### src/rtl/id_stage_pkg.sv
// Shared decode constants for the ID stage:
// opcodes, control words and control-field positions.
package id_stage_pkg;

    localparam logic [6:0] OP_R    = 7'b0110011;
    localparam logic [6:0] OP_ADDI = 7'b0010011;
    localparam logic [6:0] OP_LD   = 7'b0000011;
    localparam logic [6:0] OP_JALR = 7'b1100111;
    localparam logic [6:0] OP_SD   = 7'b0100011;
    localparam logic [6:0] OP_BR   = 7'b1100011;
    localparam logic [6:0] OP_JAL  = 7'b1101111;

    localparam logic [11:0] CTRL_NOP  = 12'b000000000000;
    localparam logic [11:0] CTRL_ADD  = 12'b000100000000;
    localparam logic [11:0] CTRL_SUB  = 12'b000100000010;
    localparam logic [11:0] CTRL_AND  = 12'b000100000100;
    localparam logic [11:0] CTRL_OR   = 12'b000100000110;
    localparam logic [11:0] CTRL_SLL  = 12'b000100001000;
    localparam logic [11:0] CTRL_SLT  = 12'b000100001010;
    localparam logic [11:0] CTRL_ADDI = 12'b000100000001;
    localparam logic [11:0] CTRL_LD   = 12'b000101100001;
    localparam logic [11:0] CTRL_SD   = 12'b000000010001;
    localparam logic [11:0] CTRL_BR   = 12'b100000000000;
    localparam logic [11:0] CTRL_JAL  = 12'b010110000000;
    localparam logic [11:0] CTRL_JALR = 12'b001110000000;

    localparam int CB_BRANCH = 11;
    localparam int CB_JAL    = 10;
    localparam int CB_JALR   = 9;
    localparam int CB_REGWR  = 8;
    localparam int CB_LINK   = 7;
    localparam int CB_MEM2R  = 6;
    localparam int CB_MEMRD  = 5;
    localparam int CB_MEMWR  = 4;
    localparam int CB_ALUSRC = 0;

    localparam logic [2:0] F3_BEQ = 3'b000;
    localparam logic [2:0] F3_BNE = 3'b001;
    localparam logic [2:0] F3_BLT = 3'b100;
    localparam logic [2:0] F3_BGE = 3'b101;

    localparam logic [6:0] F7_BASE = 7'b0000000;
    localparam logic [6:0] F7_ALT  = 7'b0100000;

endpackage

### src/rtl/id_decoder.sv
// Instruction decoder: control word from opcode/funct
// fields plus sign-extended immediate generation.
module id_decoder
    import id_stage_pkg::*;
(
    input  logic [31:0] inst,
    output logic [11:0] ctrl,
    output logic [31:0] imm
);

    logic [6:0] opcode;
    logic [2:0] funct3;
    logic [6:0] funct7;

    assign opcode = inst[6:0];
    assign funct3 = inst[14:12];
    assign funct7 = inst[31:25];

    always_comb begin
        ctrl = CTRL_NOP;
        imm  = 32'd0;
        unique case (opcode)
            OP_R: begin
                unique case ({funct7, funct3})
                    {F7_BASE, 3'b000}: ctrl = CTRL_ADD;
                    {F7_ALT,  3'b000}: ctrl = CTRL_SUB;
                    {F7_BASE, 3'b001}: ctrl = CTRL_SLL;
                    {F7_BASE, 3'b010}: ctrl = CTRL_SLT;
                    {F7_BASE, 3'b111}: ctrl = CTRL_AND;
                    {F7_BASE, 3'b110}: ctrl = CTRL_OR;
                    default:           ctrl = CTRL_NOP;
                endcase
            end
            OP_ADDI: begin
                ctrl = CTRL_ADDI;
                imm  = {{20{inst[31]}}, inst[31:20]};
            end
            OP_LD: begin
                ctrl = CTRL_LD;
                imm  = {{20{inst[31]}}, inst[31:20]};
            end
            OP_JALR: begin
                ctrl = CTRL_JALR;
                imm  = {{20{inst[31]}}, inst[31:20]};
            end
            OP_SD: begin
                ctrl = CTRL_SD;
                imm  = {{20{inst[31]}}, inst[31:25], inst[11:7]};
            end
            OP_BR: begin
                ctrl = CTRL_BR;
                imm  = {{20{inst[31]}}, inst[7], inst[30:25],
                        inst[11:8], 1'b0};
            end
            OP_JAL: begin
                ctrl = CTRL_JAL;
                imm  = {{12{inst[31]}}, inst[19:12], inst[20],
                        inst[30:21], 1'b0};
            end
            default: begin
                ctrl = CTRL_NOP;
                imm  = 32'd0;
            end
        endcase
    end

endmodule

### src/rtl/id_stage.sv
// Decode stage: operand read with write-first bypass,
// jump/branch resolution and the ID/EX pipeline register.
module id_stage
    import id_stage_pkg::*;
(
    input  logic        clk,
    input  logic        reset,
    input  logic        op_write,
    input  logic [31:0] pipe_pc,
    input  logic [31:0] pipe_pc4,
    input  logic [31:0] pipe_data,
    input  logic [31:0] write_data,
    input  logic [31:0] write_addr,
    input  logic [31:0] load_pc_reg_value1,
    input  logic [31:0] load_pc_reg_value2,
    output logic        control_j,
    output logic [31:0] pc_j,
    output logic [8:0]  ctrl_ex,
    output logic [31:0] pc4_ex,
    output logic [31:0] r_data1,
    output logic [31:0] r_data2,
    output logic [31:0] extended,
    output logic [31:0] rd_ex,
    output logic [31:0] load_pc_reg_addr1,
    output logic [31:0] load_pc_reg_addr2,
    output logic [31:0] write_pc_reg_addr,
    output logic [31:0] write_pc_reg_value
);

    logic [11:0] ctrl;
    logic [31:0] imm;
    logic [4:0]  rs1;
    logic [4:0]  rs2;
    logic [4:0]  wa;
    logic        wr_en;
    logic [31:0] r_value1;
    logic [31:0] r_value2;
    logic        taken;

    logic [8:0]  ctrl_d,  ctrl_q;
    logic [31:0] pc4_d,   pc4_q;
    logic [31:0] r1_d,    r1_q;
    logic [31:0] r2_d,    r2_q;
    logic [31:0] imm_d,   imm_q;
    logic [4:0]  rd_d,    rd_q;

    id_decoder u_dec (
        .inst (pipe_data),
        .ctrl (ctrl),
        .imm  (imm)
    );

    assign rs1   = pipe_data[19:15];
    assign rs2   = pipe_data[24:20];
    assign wa    = write_addr[4:0];
    assign wr_en = op_write && (wa != 5'd0);

    assign load_pc_reg_addr1  = {27'd0, rs1};
    assign load_pc_reg_addr2  = {27'd0, rs2};
    assign write_pc_reg_addr  = wr_en ? write_addr : 32'd0;
    assign write_pc_reg_value = wr_en ? write_data : 32'd0;

    // The WB write lands this cycle, so a matching read sees it.
    always_comb begin
        r_value1 = load_pc_reg_value1;
        r_value2 = load_pc_reg_value2;
        if (rs1 == 5'd0)
            r_value1 = 32'd0;
        else if (wr_en && wa == rs1)
            r_value1 = write_data;
        if (rs2 == 5'd0)
            r_value2 = 32'd0;
        else if (wr_en && wa == rs2)
            r_value2 = write_data;
    end

    always_comb begin
        taken = 1'b0;
        unique case (pipe_data[14:12])
            F3_BEQ:  taken = (r_value1 == r_value2);
            F3_BNE:  taken = (r_value1 != r_value2);
            F3_BLT:  taken = ($signed(r_value1) < $signed(r_value2));
            F3_BGE:  taken = ($signed(r_value1) >= $signed(r_value2));
            default: taken = 1'b0;
        endcase
    end

    always_comb begin
        control_j = 1'b0;
        pc_j      = 32'd0;
        if (ctrl[CB_JAL]) begin
            control_j = 1'b1;
            pc_j      = pipe_pc + imm;
        end else if (ctrl[CB_JALR]) begin
            control_j = 1'b1;
            pc_j      = (r_value1 + imm) & 32'hFFFF_FFFE;
        end else if (ctrl[CB_BRANCH] && taken) begin
            control_j = 1'b1;
            pc_j      = pipe_pc + imm;
        end
    end

    always_comb begin
        ctrl_d = ctrl[8:0];
        pc4_d  = pipe_pc4;
        r1_d   = r_value1;
        r2_d   = r_value2;
        imm_d  = imm;
        rd_d   = pipe_data[11:7];
    end

    always_ff @(posedge clk) begin
        if (reset) begin
            ctrl_q <= 9'd0;
            pc4_q  <= 32'd0;
            r1_q   <= 32'd0;
            r2_q   <= 32'd0;
            imm_q  <= 32'd0;
            rd_q   <= 5'd0;
        end else begin
            ctrl_q <= ctrl_d;
            pc4_q  <= pc4_d;
            r1_q   <= r1_d;
            r2_q   <= r2_d;
            imm_q  <= imm_d;
            rd_q   <= rd_d;
        end
    end

    assign ctrl_ex  = ctrl_q;
    assign pc4_ex   = pc4_q;
    assign r_data1  = r1_q;
    assign r_data2  = r2_q;
    assign extended = imm_q;
    assign rd_ex    = {27'd0, rd_q};

endmodule

### config.mk
export PLATFORM = sky130hd
export DESIGN_NAME = id_stage
export DESIGN_NICKNAME = d
export VERILOG_FILES = /design/src/rtl/id_stage_pkg.sv /design/src/rtl/id_decoder.sv /design/src/rtl/id_stage.sv
export SDC_FILE = /design/constraint.sdc
export NUM_CORES = 1
export LEC_CHECK = 0
export ABC_AREA = 1
export BUFFER_PORTS_ARGS = -buffer_cell sky130_fd_sc_hd__buf_2
export CORE_AREA = 2 2 218 220
export CTS_CLUSTER_DIAMETER = 100
export DETAILED_ROUTE_END_ITERATION = 7
export DIE_AREA = 0 0 220 222
export RECOVER_POWER = 100
export SYNTH_ARGS = -nofsm -noshare
export SYNTH_HDL_FRONTEND = slang
export SYNTH_SLANG_ARGS = --single-unit
export TNS_END_PERCENT = 30
### constraint.sdc
create_clock -name clk -period 6 [get_ports clk]
set_input_delay 1.2 -clock clk [delete_from_list [all_inputs] [get_ports clk]]
set_output_delay 1.2 -clock clk [all_outputs]
set_load 0.03 [all_outputs]
# After elaboration in Yosys (flattened, before gate mapping)
# Index checks and enable logic that the tools add are counted.
[totals] reg_bits=142 in_bits=227 out_inout_bits=330 elab_cells=55
[classes] add_sub_neg=2 n_lt_le_gt_ge=2 n_eq_ne=19 muxes=16 reduce_logical=10
[ops] op="$mux W32" count=9
[ops] op="$pmux W32 S4" count=1
[ops] op="$pmux W12 S7" count=1
[ops] op="$add A32 B32 Y32" count=2
[ops] op="$pmux W9 S6" count=1
[ops] op="$eq A32 B32 Y1" count=1
[ops] op="$ge A32 B32 Y1" count=1
[ops] op="$lt A32 B32 Y1" count=1
[ops] op="$ne A32 B32 Y1" count=1
[ops] op="$eq A7 B7 Y1 const B" count=3
[ops] op="$eq A10 B3 Y1 const B" count=2
[ops] op="$eq A7 B6 Y1 const B" count=2
[ops] op="$eq A10 B1 Y1 const B" count=1
[ops] op="$eq A10 B2 Y1 const B" count=1
[ops] op="$eq A10 B9 Y1 const B" count=1
[ops] op="$eq A5 B5 Y1" count=2
[ops] op="$logic_not A10 Y1" count=1
[ops] op="$logic_not A5 Y1" count=2
[ops] op="$eq A7 B2 Y1 const B" count=1
[ops] op="$eq A7 B5 Y1 const B" count=1
[ops] op="$eq A3 B3 Y1 const B" count=2
[ops] op="$reduce_bool A5 Y1" count=1
[ops] op="$logic_and A1 B1 Y1" count=4
[ops] op="$pmux W1 S4" count=1
[ops] op="4 further kinds" count=6

# Logic depth before layout (Yosys ltp)
[logic_depth] word_depth=11 depth_mapped=30 ltp_nobuf=27

# By module
# From an unflattened synthesis, not the netlist that was laid out.
[unflattened] cells_unflattened=1738 area_unflattened_um2=11295.8
[by_module_without_submodules] mod="id_stage" n_inst=1 cells_each=1608 area_each_um2=10650.2
[by_module_without_submodules] mod="id_decoder" n_inst=1 cells_each=130 area_each_um2=645.6

# Least setup slack after synthesis
# No wires, ideal clock.
[synth_path] kind="in2out" from="input pipe_data[1]" to="output pc_j[30]" arrival_ps=5085 required_time_ps=4800 path_slack_ps=-285 cell_stages=20 cell_sequence="nand2_1 > inv_2 > nand2_1 > nor2_1 > inv_1 > nor2_1 > inv_1 > nand3_1 > inv_1 > nor2_1 > ha_1 > a21oi_1 > o21a_1 > inv_1 > a221oi_1 > o21ai_0 > a21oi_1 > xor2_1 > nand3_1 > nand3_1"
[synth_between] elab_chain_len=7 elab_cells_between_ends=16
[synth_lines] item="start: declaration" line_no="id_stage.sv:11" source="input logic [31:0] pipe_data,"
[synth_lines] item="$eq A7 B5 Y1 (tied with other cells)" line_no="id_decoder.sv:22" source="unique case (opcode)"
[synth_lines] item="$reduce_or A3 Y1 (no line)"
[synth_lines] item="$pmux W32 S4 (*)" line_no="id_decoder.sv:22"
[synth_lines] item="named net imm[20]" line_no="id_stage.sv:31" source="logic [31:0] imm;"
[synth_lines] item="$add A32 B32 Y32" line_no="id_stage.sv:93, id_stage.sv:99"
[synth_lines] item="$mux W32" line_no="id_stage.sv:97" source="end else if (ctrl[CB_BRANCH] && taken) begin"
[synth_lines] item="$mux W32" line_no="id_stage.sv:94" source="end else if (ctrl[CB_JALR]) begin"
[synth_lines] item="$mux W32 (*)" line_no="id_stage.sv:91" source="if (ctrl[CB_JAL]) begin"
[synth_lines] item="end: declaration" line_no="id_stage.sv:17" source="output logic [31:0] pc_j,"
# The timed path passes the listed nets; every way through them passes the cells marked *.

# Final worst setup path
[layout_path] from="input write_addr[0]" to="output pc_j[13]"
[layout_between] elab_chain_len=11 elab_cells_between_ends=20
[layout_lines] item="start: declaration" line_no="id_stage.sv:13" source="input logic [31:0] write_addr,"
[layout_lines] item="$reduce_bool A5 Y1" line_no="id_stage.sv:56" source="assign wr_en = op_write && (wa != 5'd0);"
[layout_lines] item="$logic_and A1 B1 Y1" line_no="id_stage.sv:56"
[layout_lines] item="$logic_and A1 B1 Y1 (on tied branches)" line_no="id_stage.sv:69, id_stage.sv:73"
[layout_lines] item="$mux W32 (on tied branches)" line_no="id_stage.sv:69, id_stage.sv:73"
[layout_lines] item="$mux W32 (on tied branches)" line_no="id_stage.sv:67, id_stage.sv:71"
[layout_lines] item="$ge A32 B32 Y1 (tied with other cells)" line_no="id_stage.sv:83" source="F3_BGE: taken = ($signed(r_value1) >= $signed(r_value2));"
[layout_lines] item="$pmux W1 S4" line_no="id_stage.sv:79" source="unique case (pipe_data[14:12])"
[layout_lines] item="$logic_and A1 B1 Y1" line_no="id_stage.sv:97"
[layout_lines] item="$mux W32" line_no="id_stage.sv:97"
[layout_lines] item="$mux W32 (*)" line_no="id_stage.sv:94"
[layout_lines] item="$mux W32 (*)" line_no="id_stage.sv:91"
# Every way passes the cells marked *; elsewhere a longest branch is shown, timed or not.

==> flow_summary.yaml <==
run:
  timing.max_cap.violations: 1
floorplan:
  die_h_um: 222
  core_mm2: 0.04626
  ios: 557
  die_w_um: 220
  start_util: 0.2376
  rows: 79
  die-area_mm2: 0.04884
sta:
  slew-limit-headroom: -1.702
  setup_viol: 13
  finalSetupTns_ns: -0.1126
  fin_crit_ns: 6.036
  fin_crit_sh: 1.006
  worst_pin_slew_ns: 4.053
  hold_viol_final: 0
  rsz0062_at_grt: "yes"
  fin_ws_ns: -0.03614
  drv_slew: 87
  fmax_mhz: 165.7
finish:
  stdcell_count: 3060
  nets: 2754
  multi_input_area_mm2: 0.007486
  fin_util: 0.3721
  syn_to_final_growth_pct: 56.66
  drive_gt1_frac: 0.3054
  seq_area_mm2: 0.002603
  n_fill_cell: 4976
logic_synthesis:
  synth_seq_cells: 130
  synth_area_per_cell_um2: 6.323
  synth-seq-area-share: 0.2368
  synth_area_mm2: 0.01099
  ys.warnings.count: 0
  synthDistinctLibCells: 44
  synthCells: 1738
routing:
  routed_wl_um: 53450
  wire_per_inst_um: 17.47
  vias: 13650
  drc_errors: 0
  viasPerCell: 4.461
  firstDrtPassIters: 5
  drt-initial-drc-count: 833
  drtAntennaViolNets: 0
place:
  portBuffers: 475
  placed_cells: 2989
  preCtsSetupSlack_ns: -0.2859
  dp_hpwl_um: 43080
  gp_congestion: 0.9486
power:
  power_frac_comb: 0.315
  max-vdd-ir-drop_mv: 0.1782
  switching_share: 0.3566
  p_sw_mw: 1.109
  p_leak_nw: 9.026
  powerDensity_mw_per_mm2: 180.6
  seq_power_share: 0.295
  power.share.clock: 0.390
  p_int_mw: 2.000
  power_mw: 3.109
global_route:
  grtUsageTotal: 0.2009
  grt_first_pass_wirelength_um: 72910
  gr-total-overflow: 0
  antenna_found_initial: 4
  grt_max_degree: 87
  grt_pass1_vias: 12450
worst_hold_path:
  hp-class: "primary input to flip-flop"
setup_path:
  critPathRequiredTime_ns: 4.80
  cpMaxStageDelayCell: "ha_1"
  endpoint: "pc_j[13]"
  start_kind: "primary input"
  critPathMaxStageDelay_ns: 0.36
  worstPathMaxFanout: 7
  end_kind: "output port"
  crit_start: "write_addr[0]"
  crit_type: "primary input to output port"
  worstPathArrival_ns: 4.84
clock_tree:
  path_clk_slew_ns: 0.06
  cts_tree: "done"
  ctsHoldBuffers: 0
  root_buffer: "clkbuf_16"
  htree_levels: 4
  cts_buffers: 17
  clk_path_buf_depth: 2
  cts_sinks: 130
outcome:
  status: "finished with violations"
  failed_checks: "max-capacitance violations, max-slew violations, negative setup slack"
[repair_timing]
action,4_1_cts,5_1_grt
pin swaps,1,29
cloned,0,10
buffers inserted,0,25
resized for setup,61,230
endpoints found under the setup margin,33,33
endpoints found under the hold margin,0,0
[cell usage in the layout (no fill, tap or decap), types with 5 or more instances in the layout]
cell / synthesis / final
a21boi_0: 7 / 7
a21oi_1: 90 / 85
a21oi_2: 1 / 6
a31oi_1: 19 / 18
buf_12: 0 / 11
buf_2: 0 / 219
buf_4: 104 / 247
buf_6: 2 / 45
bufinv_16: 0 / 5
clkbuf_1: 43 / 217
clkbuf_16: 0 / 25
conb_1: 1 / 81
dfxtp_1: 130 / 130
ha_1: 90 / 85
inv_1: 240 / 230
inv_2: 6 / 13
nand2_1: 332 / 299
nand2_2: 3 / 29
nand2_4: 3 / 9
nand3_1: 67 / 57
nand3_2: 3 / 11
nand3b_1: 9 / 9
nand4_1: 14 / 14
nor2_1: 300 / 252
nor2_2: 3 / 29
nor2_4: 2 / 24
nor3_1: 56 / 33
nor3_2: 1 / 21
nor4_1: 36 / 32
o211ai_1: 30 / 30
o21ai_0: 54 / 51
o21ai_1: 5 / 6
o21bai_1: 7 / 7
or2_2: 8 / 8
xnor2_1: 7 / 6
xor2_1: 36 / 34
[worst max-delay path, delay by kind of cell]
| kind | cells | cell delay [ns] |
|---|---|---|
| adder cells (fa/ha/maj) | 1 | 0.36 |
| buffers and inverters | 9 | 1.13 |
| AO/OA/AOI/OAI | 3 | 0.42 |
| AND/OR/NAND/NOR | 18 | 1.68 |
[metal layers]
metal / global-route usage / part of all wire / up-vias
met5: 0 / 0.00024 / -
met4: 0.07729 / 0.030 / 2
met3: 0.04266 / 0.063 / 68
met2: 0.3491 / 0.48 / 510
met1: 0.2395 / 0.42 / 6222
li1: - / - / 6850
[registers in the layout, indices dropped and copies added, names as in the netlist]
register / count
r_data1: 32
extended: 21
pc4_ex: 32
rd_q: 5
ctrl_ex: 8
r_data2: 32
[cell type report]
cell class,count,share of cell area
multi-input cells,1289,0.4348
repair buffers,752,0.2764
flip-flops and latches,130,0.1512
inverters,246,0.05436
well taps,607,0.04412
clock buffers,19,0.02573
clock inverters,13,0.01279
diodes,4,0.0005814
[cells in the mapped netlist]
library cell | n | area, µm²
nor2_2 | 3 | 18.77
nor4_1 | 36 | 225.2
clkbuf_1 | 43 | 161.4
buf_6 | 2 | 22.52
nand3_1 | 67 | 335.3
fa_1 | 1 | 20.02
nor2_1 | 300 | 1126
inv_2 | 6 | 22.52
o21ai_1 | 5 | 25.02
a221oi_1 | 5 | 43.79
o221a_2 | 1 | 11.26
a21oi_2 | 1 | 8.760
or2_2 | 8 | 50.05
nand4_1 | 14 | 87.58
nand3_2 | 3 | 30.03
ha_1 | 90 | 1126
a21boi_0 | 7 | 52.55
a21boi_1 | 2 | 15.01
o211ai_1 | 30 | 225.2
nand2_2 | 3 | 18.77
nand3b_1 | 9 | 67.56
o21ai_0 | 54 | 270.3
a31oi_1 | 19 | 118.9
o2111ai_1 | 1 | 8.760
o22ai_2 | 2 | 25.02
nor2_4 | 2 | 22.52
a21oi_1 | 90 | 450.4
nor3_2 | 1 | 10.01
a21o_1 | 4 | 30.03
nand2_4 | 3 | 33.78
xor2_1 | 36 | 315.3
nand2_1 | 332 | 1246
buf_1 | 4 | 15.01
buf_4 | 104 | 780.8
conb_1 | 1 | 3.750
xnor2_1 | 7 | 61.31
inv_1 | 240 | 900.9
a211oi_1 | 1 | 7.510
nor3_1 | 56 | 280.3
o21bai_1 | 7 | 52.55
o21a_1 | 4 | 30.03
dfxtp_1 | 130 | 2603
o22ai_1 | 2 | 12.51
o21ai_2 | 2 | 17.52
[logic make-up (layout without fill, tap and decap cells)]
kind of cell,Yosys count,in the layout,synth area share
other cells,1,85,0.0003412
xor+xnor,43,43,0.03427
fa+ha+maj,91,91,0.1043
simple gates,837,837,0.3232
compound gates,237,237,0.1279
flops,130,130,0.2368
buf+inv,399,1030,0.1732
[how the worst min path moves through the flow]
stage                      start                    end  slack [ns]  cells past startpoint
global placement    pipe_pc4[10]  pc4_ex[10]$_SDFF_PP0_        1.40                      3
detailed placement  pipe_pc4[16]  pc4_ex[16]$_SDFF_PP0_        1.41                      3
global route        pipe_pc4[19]  pc4_ex[19]$_SDFF_PP0_        0.90                      3
floorplan           pipe_data[4]  ctrl_ex[6]$_SDFF_PP0_        1.28                      1
CTS                 pipe_pc4[16]  pc4_ex[16]$_SDFF_PP0_        0.88                      3
finish              pipe_pc4[16]  pc4_ex[16]$_SDFF_PP0_        0.92                      3
[power by group through the flow]
stage | clock network [mW] | logic, mW | registers (mW)
floorplan | 0 | 0.486 | 1.02
global placement | 0 | 0.926 | 0.933
detailed placement | 0 | 0.922 | 0.933
CTS | 1.24 | 0.934 | 0.915
global route | 1.28 | 1.06 | 0.920
finish | 1.21 | 0.979 | 0.916
[through the flow]
step                      hold WS [ns]  instance area (µm²)
after global routing            0.9036                17210
after floorplan                  1.279                11290
after global placement           1.400                15380
after CTS                       0.8842                16240
after detailed placement         1.406                15380
final                           0.9229                17220
(Power assumes the default switching activity.)
